===== config.mk =====
export PLATFORM = sky130hd
export DESIGN_NAME = lab2_encoder_4x2_seq
export DESIGN_NICKNAME = d
export VERILOG_FILES = /design/src/rtl/lab2_encoder_4x2_seq.sv
export SDC_FILE = /design/constraint.sdc
export NUM_CORES = 1
export LEC_CHECK = 0
export CAP_MARGIN = 30
export CORE_AREA = 2 2 39 41
export DETAILED_ROUTE_END_ITERATION = 7
export DIE_AREA = 0 0 41 43
export GPL_TIMING_DRIVEN = 0
export PLACE_DENSITY = 0.64
export RECOVER_POWER = 100
export SLEW_MARGIN = 10
export SYNTH_ARGS = -nofsm -noshare
export SYNTH_HDL_FRONTEND = slang
export SYNTH_SLANG_ARGS = --single-unit

===== constraint.sdc =====
create_clock -name clk -period 2 [get_ports clk]
set_clock_uncertainty 0.15 [all_clocks]
set_input_delay 0.4 -clock clk [delete_from_list [all_inputs] [get_ports clk]]
set_output_delay 0.4 -clock clk [all_outputs]
set_load 0.05 [all_outputs]

===== src/rtl/lab2_encoder_4x2_seq.sv =====
// Sequential 4-to-2 encoder with a one-entry output slot and a pending-event set.
// Define LAB2_ENC_ROUND_ROBIN_EN for round-robin selection (default: fixed priority, 3 highest).
module lab2_encoder_4x2_seq (
    input  logic       clk,
    input  logic       rst,
    input  logic       enable,
    input  logic [3:0] Din,
    input  logic       ready,
    output logic [1:0] A,
    output logic       valid,
    output logic [3:0] pending
);
    logic [3:0] req;
    logic       free;
    logic       hit;
    logic [1:0] sel;

    assign req  = pending | (enable ? Din : 4'b0000);
    assign free = ~valid | ready;
    assign hit  = |req;

`ifdef LAB2_ENC_ROUND_ROBIN_EN
    logic [1:0] ptr;
    logic [1:0] idx;
    logic       found;

    // Search starts one past the last loaded index and wraps 3->0.
    always_comb begin
        sel   = 2'b00;
        idx   = 2'b00;
        found = 1'b0;
        for (int k = 1; k <= 4; k++) begin
            idx = ptr + 2'(k);
            if (!found && req[idx]) begin
                sel   = idx;
                found = 1'b1;
            end
        end
    end

    always_ff @(posedge clk or posedge rst) begin
        if (rst)
            ptr <= 2'b11;
        else if (free && hit)
            ptr <= sel;
    end
`else
    always_comb begin
        if (req[3])      sel = 2'd3;
        else if (req[2]) sel = 2'd2;
        else if (req[1]) sel = 2'd1;
        else             sel = 2'd0;
    end
`endif

    // A stalled slot still absorbs new requests, including one on the held line.
    always_ff @(posedge clk or posedge rst) begin
        if (rst) begin
            A       <= 2'b00;
            valid   <= 1'b0;
            pending <= 4'b0000;
        end else if (free) begin
            if (hit) begin
                A       <= sel;
                valid   <= 1'b1;
                pending <= req & ~(4'b0001 << sel);
            end else begin
                valid   <= 1'b0;
                pending <= 4'b0000;
            end
        end else begin
            pending <= req;
        end
    end
endmodule

Word level (Yosys, flattened, before mapping)
Index checks and enable logic that the tools add are counted.
Widths: inputs -> output; s select.
Operators by class
  shifts and indexed selects: 1
  divide/modulo/power cells: 0
  bitwise gates (word level): 5
  multiply operators: 0
  eq/ne operators: 0
  magnitude comparators: 0
  add/subtract/negate cells: 0
  reduce and logical (&&, ||, !) cells: 2
  mux-type cells: 7
Operators with widths (count)
  $mux 4: 3
  $and 4x4->4: 1
  $mux 2: 2
  $not 4->4: 1
  $or 4x4->4: 1
  $reduce_or 4->1: 1
  $shl 1x2->4 const A: 1
  $mux 1: 2
  $reduce_and 2->1: 1
  $not 1->1: 1
  $or 1x1->1: 1
Word-level totals
  memory bits (writable): 0
  ROM bits: 0
  latch bits: 0
  input bits: 8
  memories: 0
  flip-flop bits (word level): 7

Logic depth before layout (Yosys ltp)
  depth after elaboration: 10
  gate-level depth with buffers: 3
  mapped depth without buffers: 3

Least setup slack after synthesis
OpenSTA, ideal clock, no wires.
  path kind: reg-to-reg
  from: register valid
  to: register A[0]
  data required time: 1725 ps
  buffers on the path: 0
  slack: 406 ps
  data arrival time: 1319 ps
  stages on the path, launching flop included: 4
  path through: dfrtp_1 > and2b_1 > a41oi_2 > mux2_4
Between the ends
  cells in the longest elaborated chain, start to end: 3
Ends and longest elaborated chain
  start, declared: line 10  | output logic valid,
  start signal, assigned: line 60  | valid <= 1'b0;
  start signal, assigned: line 65  | valid <= 1'b1;
  start signal, assigned: line 68  | valid <= 1'b0;
  $not 1->1: line 19  | assign free = ~valid | ready;
  $or 1x1->1: line 19
  $reduce_and 2->1 (no source line)
  end signal, assigned: line 64  | A <= sel;
  end, declared: line 9  | output logic [1:0] A,
Every way passes these cells.
A chain may end at the register's enable or synchronous reset.

Worst setup path after layout
  from: register valid
  to: output valid
No word-level cell between the ends.

==> impl_metrics.ini <==
[finish]
multi_input_area_sq_um = 144
final_cells = 63
drive_above_1_share_pct = 14.9
seqCellArea_sq_um = 175
mostFrequentLayoutCells = 7 x dfrtp_1, 7 x clkdlybuf4s50_1, 5 x clkbuf_1
final_nets = 56
finalInstanceArea_sq_um = 483
area_growth_syn_to_layout_pct = 44.0
diodes = 0
n_fill_cell = 164

[die]
die_area_sq_mm = 0.00176
coreArea_sq_mm = 0.00138
pin_count = 15
start_util_pct = 24.2
die_h_um = 43
die_w_um = 41
fp-row-count = 14

[grt]
grt_max_degree = 8
grt_overflow_total = 0
track_usage_pct = 12.2
antenna_found_initial = 0
grt_pass1_wl_um = 1320
grt_pass1_vias = 317

[job]
drv_cap = 0

[clocking]
clk_pin_slew_ns = 0.05
cts_tree = built
holdBufCountCts = 0
cts.sinks = 7
clk_path_buf_depth = 2
post_cts_resized = 1
postCtsSetupBuffers = 0
cts_buffers = 3
root_buffer = clkbuf_4
insertion_delay_ns = 0.26
htreeDepth = 1

[drt]
first_pass_iters = 1
viasPerCell = 4.57
ant_nets = 0
drc = 0
routed_wl_um = 754
drt_iter0_markers = 0
wire_per_inst_um = 12.0
num_vias = 288

[setup_path]
cp_slowest_cell = clkdlybuf4s50_1
critPathRequiredTime_ns = 1.45
crit_path_max_incr_delay_ns = 0.79
path_delay_family = buffers and inverters
critPathArrivalTime_ns = 1.39
critPathBufInv = 1
start_kind = register
crit_fanout = 2
worstSetupPathType = reg -> out
end_kind = primary output
crit_chain = clkdlybuf4s50_1

[power]
pwr_density_cell_mw_per_mm2 = 992
p_sw_uw = 188
power.leakage_uw = 0.000207
swShare_pct = 39.3
p_clk_share_pct = 27.8
peakVddDrop_mv = 0.386
power_frac_comb_pct = 35.3
p_int_uw = 291
total_power_uw = 479
seqPwrFrac_pct = 36.9

[timing]
max_clock_freq_mhz = 516
setup_viol = 0
period_share_pct = 96.9
tightest_slew_ns = 0.595
final-max-slew-violation-count = 0
setup_tns_ns = 0
finalCriticalPeriod_ns = 1.94
rsz0062_at_grt = false
hold_viol_final = 0
slew_headroom_pct = 60.5

[yosys]
synth_cell_types = 15
synth-seq-cells = 7
ys_seq_area_share_pct = 52.2
synth_area_sq_um = 335
syn-num-nets = 37
ys_warn_count = 0
synthesis.instances = 29
synth_area_per_cell_sq_um = 11.6

[placement]
hpwl_um = 602
placedInstanceArea_sq_um = 495
gp_congestion = 0.688
numPortBuffers = 14
placed_cells = 59

[status]
status = finished clean

[min_path]
hp-class = reg -> reg
Yosys cell counts, drive strengths merged:
cell	number	area (sq um)
inv	1	3.75
a41oi	1	16.3
a21o	4	31.3
nor2	3	11.3
mux2	1	15.0
and2b	1	7.51
a21oi	4	20.0
o21bai	1	7.51
dfrtp	7	175
and2	1	7.51
nand3	1	5.00
o21ai	2	17.5
o21a	1	7.51
nor3	1	10.0
power groups by stage:
stage,logic (uW),clock network [uW],registers (uW)
6_report,169,133,177
5_1_grt,181,144,181
4_1_cts,195,136,178
3_5_place_dp,197,0,180
3_3_place_gp,196,0,180
2_1_floorplan,50.1,0,255
flip-flops by register name (all words and copies together), names as in the netlist:
name and count:
pending 4, A 2, valid 1
worst paths after layout:
path,start,endpoint,slack (ns),depth (start not counted)
setup / recovery,valid,valid,0.06,1
hold / removal,A[1],A[1],0.33,1
setup reg to reg,valid,pending[0],0.62,3
hold reg to reg,A[1],A[1],0.33,1
max in group asynchronous,rst,pending[2],1.13,2
min in group asynchronous,rst,pending[1],0.36,2
routing by layer:
metal  part of all wire [%]  up-vias  GRT usage, %
li1                       -      140             -
met1                     39      137          13.2
met2                     50        9          17.5
met3                    8.0        2          4.71
met4                    3.1        0          10.0
met5                      0        -             0
final cells by class:
class / count / area share, %
sequential: 7 / 36.3
multi-input combinational: 21 / 29.8
timing repair buffer: 14 / 23.6
clock buffer: 4 / 5.44
tap: 16 / 4.15
inverter: 1 / 0.777
through the flow:
| step | hold slack, ns | utilization (%) | worst slack, ns |
|---|---|---|---|
| floorplan | 0.0534 | - | 0.406 |
| global placement | 0.313 | 35.8 | 0.0862 |
| detailed placement | 0.323 | 35.8 | 0.109 |
| CTS | 0.241 | 37.6 | 0.00182 |
| global route | 0.370 | 34.9 | 0.0116 |
| finish | 0.328 | 34.9 | 0.0623 |
kinds of logic (layout without fill, tap and decap cells):
logic type | count (synthesis) | after routing | share of synthesized area, %
AO/OA/AOI/OAI | 13 | 13 | 29.9
AND/OR/NAND/NOR | 7 | 7 | 12.3
buffers and inverters | 1 | 19 | 1.12
multiplexers | 1 | 1 | 4.48
flip-flops | 7 | 7 | 52.2
No activity file was read; power rests on OpenSTA's default activity.
